**src/rtl/binary_search_ctrl_pkg.sv**
```systemverilog
// rtl/binary_search_ctrl_pkg.sv - shared state encoding and default parameters for the binary search controller
package binary_search_pkg;

  typedef enum logic [2:0] {
    IDLE,
    ISSUE,
    WAIT,
    EVAL,
    DONE
  } state_t;

  localparam int DEF_WIDTH   = 4;
  localparam int DEF_CMP_LAT = 1;

endpackage

```
**src/rtl/binary_search_ctrl_if.sv**
```systemverilog
// rtl/binary_search_ctrl_if.sv - start/flag/result bundle between search controller and its user/comparator
interface binary_search_ctrl_if #(
  parameter int WIDTH = 4
);
  localparam int PW = $clog2(WIDTH + 2);

  logic             start;
  logic             cmp_lt;
  logic             cmp_gt;
  logic             cmp_eq;
  logic [WIDTH-1:0] guess;
  logic             busy;
  logic             done;
  logic [WIDTH-1:0] found;
  logic [PW-1:0]    probes;
  logic             error;

  modport master (
    input  start, cmp_lt, cmp_gt, cmp_eq,
    output guess, busy, done, found, probes, error
  );

  modport slave (
    output start, cmp_lt, cmp_gt, cmp_eq,
    input  guess, busy, done, found, probes, error
  );

endinterface

```
**src/rtl/binary_search_ctrl_bounds.sv**
```systemverilog
// rtl/binary_search_ctrl_bounds.sv - combinational bound update, next midpoint and flag sanity for one probe
module bsearch_bounds #(
  parameter int WIDTH = 4
) (
  input  logic             i_init,
  input  logic [WIDTH-1:0] i_lo,
  input  logic [WIDTH-1:0] i_hi,
  input  logic [WIDTH-1:0] i_guess,
  input  logic             i_lt,
  input  logic             i_gt,
  input  logic             i_eq,
  output logic [WIDTH-1:0] o_lo_nxt,
  output logic [WIDTH-1:0] o_hi_nxt,
  output logic [WIDTH-1:0] o_mid,
  output logic             o_exhausted,
  output logic             o_bad_flags
);

  logic [WIDTH:0]   w_diff;
  logic [WIDTH-1:0] w_half;

  always_comb begin
    o_lo_nxt = i_lo;
    o_hi_nxt = i_hi;
    if (i_init) begin
      o_lo_nxt = '0;
      o_hi_nxt = '1;
    end else begin
      if (i_gt) o_lo_nxt = i_guess + WIDTH'(1);
      if (i_lt) o_hi_nxt = i_guess - WIDTH'(1);
    end
  end

  // Midpoint via the difference keeps the sum inside [lo,hi]; no carry out possible.
  assign w_diff = {1'b0, o_hi_nxt} - {1'b0, o_lo_nxt};
  assign w_half = WIDTH'(w_diff >> 1);
  assign o_mid  = o_lo_nxt + w_half;

  assign o_exhausted = (i_lt && (i_guess == i_lo)) || (i_gt && (i_guess == i_hi));
  assign o_bad_flags = !((i_lt ^ i_gt ^ i_eq) && !(i_lt && i_gt && i_eq));

endmodule

```
**src/rtl/binary_search_ctrl.sv**
```systemverilog
// rtl/binary_search_ctrl.sv - binary search initiator driving a registered magnitude comparator
module binary_search_ctrl
  import binary_search_pkg::*;
#(
  parameter int WIDTH   = DEF_WIDTH,
  parameter int CMP_LAT = DEF_CMP_LAT
) (
  input  logic                  CLK,
  input  logic                  RST,
  binary_search_ctrl_if.master  bus
);

  localparam int PW  = $clog2(WIDTH + 2);
  localparam int WCW = (CMP_LAT > 2) ? $clog2(CMP_LAT - 1) : 1;

  state_t           r_state;
  logic [WIDTH-1:0] r_lo;
  logic [WIDTH-1:0] r_hi;
  logic [WIDTH-1:0] r_guess;
  logic [WIDTH-1:0] r_found;
  logic [PW-1:0]    r_probes;
  logic [WCW-1:0]   r_wait;
  logic             r_busy;
  logic             r_done;
  logic             r_error;

  logic             w_init;
  logic [WIDTH-1:0] w_lo_nxt;
  logic [WIDTH-1:0] w_hi_nxt;
  logic [WIDTH-1:0] w_mid;
  logic             w_exhausted;
  logic             w_bad_flags;

  assign w_init = (r_state == IDLE) || (r_state == DONE);

  bsearch_bounds #(.WIDTH(WIDTH)) u_bounds (
    .i_init      (w_init),
    .i_lo        (r_lo),
    .i_hi        (r_hi),
    .i_guess     (r_guess),
    .i_lt        (bus.cmp_lt),
    .i_gt        (bus.cmp_gt),
    .i_eq        (bus.cmp_eq),
    .o_lo_nxt    (w_lo_nxt),
    .o_hi_nxt    (w_hi_nxt),
    .o_mid       (w_mid),
    .o_exhausted (w_exhausted),
    .o_bad_flags (w_bad_flags)
  );

  // guess is loaded on the edge entering ISSUE so the comparator sees it for the full probe.
  always_ff @(posedge CLK) begin
    if (RST) begin
      r_state  <= IDLE;
      r_lo     <= '0;
      r_hi     <= '0;
      r_guess  <= '0;
      r_found  <= '0;
      r_probes <= '0;
      r_wait   <= '0;
      r_busy   <= 1'b0;
      r_done   <= 1'b0;
      r_error  <= 1'b0;
    end else begin
      case (r_state)
        IDLE, DONE: begin
          if (bus.start) begin
            r_lo     <= w_lo_nxt;
            r_hi     <= w_hi_nxt;
            r_guess  <= w_mid;
            r_probes <= PW'(1);
            r_done   <= 1'b0;
            r_error  <= 1'b0;
            r_busy   <= 1'b1;
            r_state  <= ISSUE;
          end
        end
        ISSUE: begin
          r_wait <= '0;
          if (CMP_LAT == 1) r_state <= EVAL;
          else              r_state <= WAIT;
        end
        WAIT: begin
          if (r_wait == WCW'(CMP_LAT - 2)) r_state <= EVAL;
          else                             r_wait  <= r_wait + WCW'(1);
        end
        EVAL: begin
          if (w_bad_flags || (!bus.cmp_eq && w_exhausted)) begin
            r_found <= '0;
            r_error <= 1'b1;
            r_done  <= 1'b1;
            r_busy  <= 1'b0;
            r_state <= DONE;
          end else if (bus.cmp_eq) begin
            r_found <= r_guess;
            r_done  <= 1'b1;
            r_busy  <= 1'b0;
            r_state <= DONE;
          end else begin
            r_lo     <= w_lo_nxt;
            r_hi     <= w_hi_nxt;
            r_guess  <= w_mid;
            r_probes <= r_probes + PW'(1);
            r_state  <= ISSUE;
          end
        end
        default: begin
          r_busy  <= 1'b0;
          r_state <= IDLE;
        end
      endcase
    end
  end

  assign bus.guess  = r_guess;
  assign bus.busy   = r_busy;
  assign bus.done   = r_done;
  assign bus.found  = r_found;
  assign bus.probes = r_probes;
  assign bus.error  = r_error;

endmodule

```
**src/flat_wrapper.sv**
```systemverilog
// flat-port wrapper written by rule: the top's interface ports become plain ports
module binary_search_ctrl_flat import binary_search_pkg::*;
#(
  parameter int WIDTH   = DEF_WIDTH,
  parameter int CMP_LAT = DEF_CMP_LAT
)
  (CLK, RST, bus_start, bus_cmp_lt, bus_cmp_gt, bus_cmp_eq, bus_guess, bus_busy, bus_done, bus_found, bus_probes, bus_error);
  binary_search_ctrl_if #(.WIDTH(WIDTH)) bus_i ();
  input  logic CLK;
  input  logic RST;
  input wire logic [$bits(bus_i.start)-1:0] bus_start;
  input wire logic [$bits(bus_i.cmp_lt)-1:0] bus_cmp_lt;
  input wire logic [$bits(bus_i.cmp_gt)-1:0] bus_cmp_gt;
  input wire logic [$bits(bus_i.cmp_eq)-1:0] bus_cmp_eq;
  output wire logic [$bits(bus_i.guess)-1:0] bus_guess;
  output wire logic [$bits(bus_i.busy)-1:0] bus_busy;
  output wire logic [$bits(bus_i.done)-1:0] bus_done;
  output wire logic [$bits(bus_i.found)-1:0] bus_found;
  output wire logic [$bits(bus_i.probes)-1:0] bus_probes;
  output wire logic [$bits(bus_i.error)-1:0] bus_error;
  assign bus_i.start = bus_start;
  assign bus_i.cmp_lt = bus_cmp_lt;
  assign bus_i.cmp_gt = bus_cmp_gt;
  assign bus_i.cmp_eq = bus_cmp_eq;
  assign bus_guess = bus_i.guess;
  assign bus_busy = bus_i.busy;
  assign bus_done = bus_i.done;
  assign bus_found = bus_i.found;
  assign bus_probes = bus_i.probes;
  assign bus_error = bus_i.error;
  binary_search_ctrl #(.WIDTH(WIDTH), .CMP_LAT(CMP_LAT)) u_core (.CLK(CLK), .RST(RST), .bus(bus_i));
endmodule
```
**config.mk**
```make
export PLATFORM = sky130hd
export DESIGN_NAME = binary_search_ctrl_flat
export DESIGN_NICKNAME = d
export VERILOG_FILES = /design/src/rtl/binary_search_ctrl_pkg.sv /design/src/rtl/binary_search_ctrl_if.sv /design/src/rtl/binary_search_ctrl_bounds.sv /design/src/rtl/binary_search_ctrl.sv /design/src/flat_wrapper.sv
export SDC_FILE = /design/constraint.sdc
export NUM_CORES = 1
export LEC_CHECK = 0
export ABC_AREA = 1
export CORE_MARGIN = 2
export CORE_UTILIZATION = 50
export DETAILED_ROUTE_END_ITERATION = 16
export GPL_TIMING_DRIVEN = 0
export PLACE_DENSITY_LB_ADDON = 0.15
export RECOVER_POWER = 25
export SLEW_MARGIN = 20
export SYNTH_ARGS = -nofsm -noshare
export SYNTH_HDL_FRONTEND = slang
export SYNTH_SLANG_ARGS = --single-unit
```
**constraint.sdc**
```tcl
create_clock -name CLK -period 2.65 [get_ports CLK]
set_input_delay 0.53 -clock CLK [delete_from_list [all_inputs] [get_ports CLK]]
set_output_delay 0.53 -clock CLK [all_outputs]
set_load 0.05 [all_outputs]
```
==> results of run 1 <==
==> tightest hold or removal path, cell delays in order (launching register included) <==
cell	delay, ns
dfxtp_1	0.35
a21oi_1	0.05
nor2_1	0.08
==> flip-flops by register name, indices dropped and copies added (netlist names), 3 cells and up <==
name / count
u_core.r_state: 3
u_core.bus.guess: 4
u_core.bus.found: 4
u_core.r_hi: 4
u_core.r_lo: 4
u_core.bus.probes: 3
==> placed cells by master, fill, tap and decap left out, drive strengths merged <==
master / instances
clkinv: 1
o21bai: 1
o32a: 1
clkbuf: 6
a21oi: 13
nand3b: 1
nand2: 63
nand4: 1
xnor2: 4
xor2: 6
o21ai: 8
a22oi: 1
clkdlybuf4s15: 1
o221ai: 1
ha: 10
dlygate4sd2: 1
clkdlybuf4s50: 16
inv: 30
dfxtp: 26
buf: 33
nand3: 16
nor2: 62
a21o: 3
nor3: 5
fa: 2
==> logic make-up (layout without fill, tap and decap cells) <==
logic type / count (synthesis) / after routing / synth area share, %
AOI/OAI and AO/OA: 28 / 28 / 9.57
xor gates and xnor gates: 10 / 10 / 5.08
adders and majority gates: 12 / 12 / 9.57
buffers and inverters: 39 / 88 / 9.79
DFF: 26 / 26 / 30.2
and+or+nand+nor: 148 / 148 / 35.8
==> Yosys cell counts, drive strengths merged (2+ instances only) <==
library cell  count
fa                2
dfxtp            26
nor3              5
nand3            16
o21ai             8
inv              30
a21o              3
clkbuf            2
buf               6
a21oi            13
nand2            63
xor2              6
nor2             62
ha               10
xnor2             4
==> final cells by class <==
| cell class | instances | share of cell area, % |
|---|---|---|
| buffer | 8 | 2.87 |
| clock buffer | 4 | 1.98 |
| inverter | 31 | 5.16 |
| multi-input combinational | 198 | 47.9 |
| sequential | 26 | 22.0 |
| tap | 46 | 2.40 |
| timing repair buffer | 45 | 17.7 |
==> metrics by stage <==
| stage | instances | total power [uW] | TNS [ns] |
|---|---|---|---|
| 2_1_floorplan | 263 | 1990 | -0.0938 |
| 5_1_grt | 358 | 3500 | -0.559 |
| 3_3_place_gp | 327 | 2310 | -2.21 |
| 3_5_place_dp | 327 | 2370 | -2.23 |
| 4_1_cts | 353 | 2920 | -0.0404 |
| 6_report | 358 | 3240 | -0.158 |
==> power by group through the flow <==
| stage | Sequential, uW | Clock, uW | Combinational, uW |
|---|---|---|---|
| after global routing | 639 | 265 | 2600 |
| after global placement | 619 | 0 | 1690 |
| after floorplan | 761 | 0 | 1230 |
| final | 621 | 248 | 2370 |
| after CTS | 617 | 250 | 2050 |
| after detailed placement | 622 | 0 | 1740 |
==> worst paths after layout <==
kind	slack [ns]	cells after the start	end
min	0.50	2	u_core.bus.found[2]
max	-0.12	18	u_core.bus.guess[3]
min reg2reg	0.50	2	u_core.bus.found[2]
max reg2reg	-0.12	18	u_core.bus.guess[3]
==> what timing repair did <==
action                                  4_1_cts  5_1_grt
setup buffers                                22        7
pin swaps                                     8        6
hold buffers                                  0        0
resized for setup                            13       21
endpoints found under the setup margin        3        4
gates cloned                                  0        0
==> per-layer routing <==
metal / global-route usage [%] / up-vias / wire (um)
li1: - / 926 / -
met1: 32.2 / 850 / 2070
met2: 39.4 / 73 / 2340
met3: 2.52 / 16 / 326
met4: 7.50 / 0 / 115
met5: 0 / - / 0
==> metrics.md, run 1 <==
| Metric | Value |
|---|---|
| Hold Crit Class | `flop to flop` |
| Period utilization | `105%` |
| Crit-path leading delay family | `adder cells` |
| DRC viols | `0` |
| H-tree lvl count | `1` |
| Layout area overhead | `39.2%` |
| Start point of the critical path | `u_core.bus.guess[0]` |
| CP max stage delay | `0.38 ns` |
| Top Ports | `20` |
| GP Congestion | `0.844` |
| Fin nets | `331` |
| Ys flop type | `dfxtp_1` |
| Worst slew pin tran | `0.495 ns` |
| Biggest area consumer among synthesized cells | `dfxtp_1` |
| Final core utilization | `72.0%` |
| Clk_lat worst skew | `0.33 ns` |
| Antenna Violating Nets Remaining | `0` |
| CTS clk-pin slew, worst paths | `0.17 ns` |
| Psw | `1530 uW` |
| Register Area | `528 um2` |
| Violated checks | `negative setup slack` |
| Max IR drop VDD | `1.00 mV` |
| Average cell area after synthesis | `6.56 um2` |
| Die Wd | `62.7 um` |
| Antenna cells | `0` |
| Final Max Slew Viols | `0` |
| P_int | `1710 uW` |
| Pin count of the biggest net entering global routing | `16` |
| CTS Buffer Depth | `2` |
| Leak | `0.00111 uW` |
| Synth Cell Area | `1730 um2` |
| Post-Layout Inst Area | `2400 um2` |
| Crit path buf inv count | `5` |
| EDFF count, synth | `0` |
| Syn Inst Count | `263` |
| # rows | `21` |
| GRT Residual Overflow | `0` |
| CTS tree | `yes` |
| Synth Net Count | `281` |
| Final worst slack | `-0.122 ns` |
| # port buffers | `18` |
| Worst setup EP type | `flop` |
| Final HPWL DP | `3.00 mm` |
| FMAX | `0.361 GHz` |
| Slew Limit Headroom | `66.9%` |
| Core area | `3340 um2` |
| Root Buffer | `clkbuf_4` |
| RSZ-0062 raised after global routing | `true` |
| Clock network power share | `7.6%` |
| Yosys top cell area share | `30.2%` |
| Slowest cell on the critical path | `dfxtp_4` |
| Worst hold slack | `0.501 ns` |
| Synth Warn # | `0` |
| Total GRT Usage | `23.7%` |
| Synthesized flop and latch total | `26` |
| FF-to-FF Start | `u_core.bus.guess[0]` |
| Final setup viols | `3` |
| Placed inst area | `2020 um2` |
| Post-synth cell types | `32` |
| Comb power frac | `73.2%` |
| Fin Clk Skew | `0.0144 ns` |
| DRT Pass-1 Iters | `4` |
| DR vias/cell | `5.21` |
| Setup CP Type | `flop to flop` |
| Synth async-reset ratio | `0%` |
| DR vias | `1865` |
| Iter 0 DRT Violations | `119` |
| Crit path DAT | `3.01 ns` |
| Minimum clock period | `2.77 ns` |
| Global-route wire length before repair | `7.45 mm` |
| Final hold vios | `0` |
| Fraction of layout cells with a size suffix above 1 | `23.1%` |
| Wire length per cell | `13.6 um` |
| Die height | `62.7 um` |
| Switch share | `47.3%` |
| Clock Sink Count | `26` |
| Full die area | `3940 um2` |
| Initial antenna violation count | `0` |
| Critical-path maximum fanout | `5` |
| Initial Util | `51.7%` |
| Final WL | `4.85 mm` |
| Vias in the first global route | `1655` |
| Synth top area cells | `dfxtp_1, nand2_1, nor2_1` |
| Multi-input gate area | `1150 um2` |
| Hold_sp | `u_core.bus.found[2]` |
| Max_cap viols | `0` |
| Crit-path cells | `buf_8 -> inv_6 -> ha_4 -> nor2_2 -> nor3_2 -> buf_4 -> fa_2 -> inv_2 -> xor2_2 -> ha_1 -> a21o_1 -> a21oi_2 -> inv_1 -> nand2_1 -> nand2_1 -> xor2_1 -> nor2_1 -> nor2_1` |
| CP Data Required Time | `2.89 ns` |
| Seq pwr share | `19.2%` |
| Fill cells | `274` |
| Pwr dens | `1350 nW/um2` |
| Status | `finished, violations left` |
| Pre-CTS setup slack | `-0.792 ns` |
| Startpoint types | `flop` |
| CTS buffer count | `3` |
| Seq/Total Area, Yosys | `30.2%` |
Power figures use the tool's default switching activity.
==> inputs of run 2 (changes only) <==
--- a/config.mk
+++ b/config.mk
@@ -6,8 +6,10 @@
 export NUM_CORES = 1
 export LEC_CHECK = 0
 export ABC_AREA = 1
-export CORE_MARGIN = 2
+export CAP_MARGIN = 0
+export CORE_MARGIN = 1.5
 export CORE_UTILIZATION = 50
+export CTS_BUF_LIST = sky130_fd_sc_hd__clkbuf_4 sky130_fd_sc_hd__clkbuf_8 sky130_fd_sc_hd__clkbuf_16
 export DETAILED_ROUTE_END_ITERATION = 16
 export GPL_TIMING_DRIVEN = 0
 export PLACE_DENSITY_LB_ADDON = 0.15
==> run 2 against run 1 <==
Net effect: the flow still finishes with violations (negative setup slack); flip-flop and latch count is the same; critical endpoint is now u_core.r_lo[1]; sequential share of layout area shrank 0.49 points; final cell count grew 5.0%; first-iteration DRC count grew 10%; clock skew shrank 0.0031 ns; global-route usage grew 3.0 points; utilization grew 2.2 points; design area grew 2.3%; sequential power is essentially flat; wire length grew 7.9%; highest routed layer unchanged.
==> metrics.md, run 2 (synthesis results as in run 1) <==
| Metric | Value |
|---|---|
| Iter 0 DRT Violations | `131` |
| Final worst slack | `-0.171 ns` |
| Initial antenna violation count | `0` |
| Clk_lat worst skew | `0.33 ns` |
| Top Ports | `20` |
| Hold Crit Class | `flop to flop` |
| Worst slew pin tran | `0.499 ns` |
| Final WL | `5.24 mm` |
| DR vias | `1929` |
| DRT Pass-1 Iters | `4` |
| Die height | `61.7 um` |
| CTS Buffer Depth | `2` |
| Initial Util | `52.1%` |
| Clock Sink Count | `26` |
| Final hold vios | `0` |
| DRC viols | `0` |
| Fraction of layout cells with a size suffix above 1 | `25.8%` |
| CTS tree | `yes` |
| CTS clk-pin slew, worst paths | `0.17 ns` |
| Violated checks | `negative setup slack` |
| RSZ-0062 raised after global routing | `true` |
| FMAX | `0.354 GHz` |
| Wire length per cell | `13.9 um` |
| Worst hold slack | `0.485 ns` |
| Commonest non-fill, non-tap cell in the layout | `nand2_1` |
| Core area | `3310 um2` |
| Pwr dens | `1360 nW/um2` |
| Global-route wire length before repair | `7.47 mm` |
| Fin nets | `349` |
| H-tree lvl count | `1` |
| Final HPWL DP | `2.88 mm` |
| CP Data Required Time | `2.94 ns` |
| Slew Limit Headroom | `66.6%` |
| Leak | `0.00117 uW` |
| Startpoint types | `flop` |
| Most frequent cells in the layout | `nand2_1, nor2_1, buf_4` |
| GP Congestion | `0.844` |
| Period utilization | `106%` |
| Pin count of the biggest net entering global routing | `16` |
| Worst setup EP type | `flop` |
| Placed inst area | `2020 um2` |
| Antenna Violating Nets Remaining | `0` |
| CTS buffer count | `3` |
| Crit path DAT | `3.11 ns` |
| Status | `finished, violations left` |
| Layout area overhead | `42.3%` |
| CTS Hold Bufs | `0` |
| # rows | `21` |
| Full die area | `3810 um2` |
| Critical-path maximum fanout | `7` |
| Root Buffer | `clkbuf_4` |
| Final Max Slew Viols | `0` |
| Fin Clk Skew | `0.0113 ns` |
| # port buffers | `18` |
| Antenna cells | `0` |
| Vias in the first global route | `1673` |
| Post-Layout Inst Area | `2460 um2` |
| Setup CP Type | `flop to flop` |
| GRT Residual Overflow | `0` |
| DR vias/cell | `5.13` |
| Total GRT Usage | `26.6%` |
| Die Wd | `61.7 um` |
| Max_cap viols | `0` |
| Max IR drop VDD | `0.914 mV` |
| Final setup viols | `4` |
| Minimum clock period | `2.82 ns` |
## run 2: cell types whose count changed in the layout (fill, tap and decap cells not counted), sizes merged
cell,before,now
buf,33,51
## run 2: layout make-up
class,instances,area (um2)
Tap cell,46,57.6
Multi-Input combinational cell,198,1110
Buffer,8,68.8
Clock buffer,4,47.5
Inverter,31,121
Timing Repair Buffer,63,522
Sequential cell,26,528
Fill cell,265,855
## run 2: repair_timing
item                                    in CTS  in global routing
cloned                                       0                  0
pin swaps                                   13                  8
gates resized for setup                     11                  9
buffers inserted                            37                  9
endpoints found under the setup margin       3                  5
## run 2: worst paths after layout
| check | from | to | slack, ns | depth (start not counted) |
|---|---|---|---|---|
| setup / recovery | u_core.bus.guess[0] | u_core.r_lo[1] | -0.17 | 20 |
| hold / removal | u_core.bus.done | u_core.bus.done | 0.49 | 2 |
| setup reg to reg | u_core.bus.guess[0] | u_core.r_lo[1] | -0.17 | 20 |
| hold reg to reg | u_core.bus.done | u_core.bus.done | 0.49 | 2 |
## run 2: layer usage
layer | vias up | share of wire, % | GRT usage [%] | wire length (um)
li1 | 955 | - | - | -
met3 | 10 | 5.7 | 5.18 | 298
met4 | 0 | 1.7 | 6.08 | 90
met1 | 890 | 43 | 35.0 | 2270
met5 | - | 0 | 0 | 0
met2 | 74 | 49 | 45.4 | 2570
## run 2: where the power goes
part	internal, uW	total [uW]	switching [uW]	leakage [uW]
Combinational	1160	2460	1300	0.000927
Clock	115	250	134	0.0000261
Sequential	514	624	110	0.000215
Total	1790	3330	1540	0.00117
## run 2: per-stage QoR
stage / total power [uW] / std cells / utilization (%) / worst slack [ns] / setup TNS [ns]
after CTS: 3020 / 368 / 71.7 / -0.0404 / -0.0404
after global placement: 2300 / 327 / 61.1 / -0.782 / -2.13
final: 3330 / 376 / 74.2 / -0.171 / -0.410
after detailed placement: 2330 / 327 / 61.1 / -0.802 / -2.23
after global routing: 3610 / 376 / 74.2 / -0.258 / -0.880
after floorplan: 1990 / 263 / - / -0.0938 / -0.0938
## run 2: worst max-delay path, stage by stage, from the launching register on
cell and delay [ns]:
dfxtp_4 0.39, buf_8 0.12, inv_6 0.04, ha_4 0.27, nor2_4 0.04, nor3_4 0.25, inv_2 0.07, buf_4 0.14
buf_6 0.10, buf_4 0.12, buf_4 0.12, buf_4 0.13, buf_4 0.12, buf_4 0.12, buf_4 0.12, buf_4 0.12
buf_4 0.12, buf_4 0.13, nand2_2 0.07, nand2_1 0.07, nor2_1 0.10
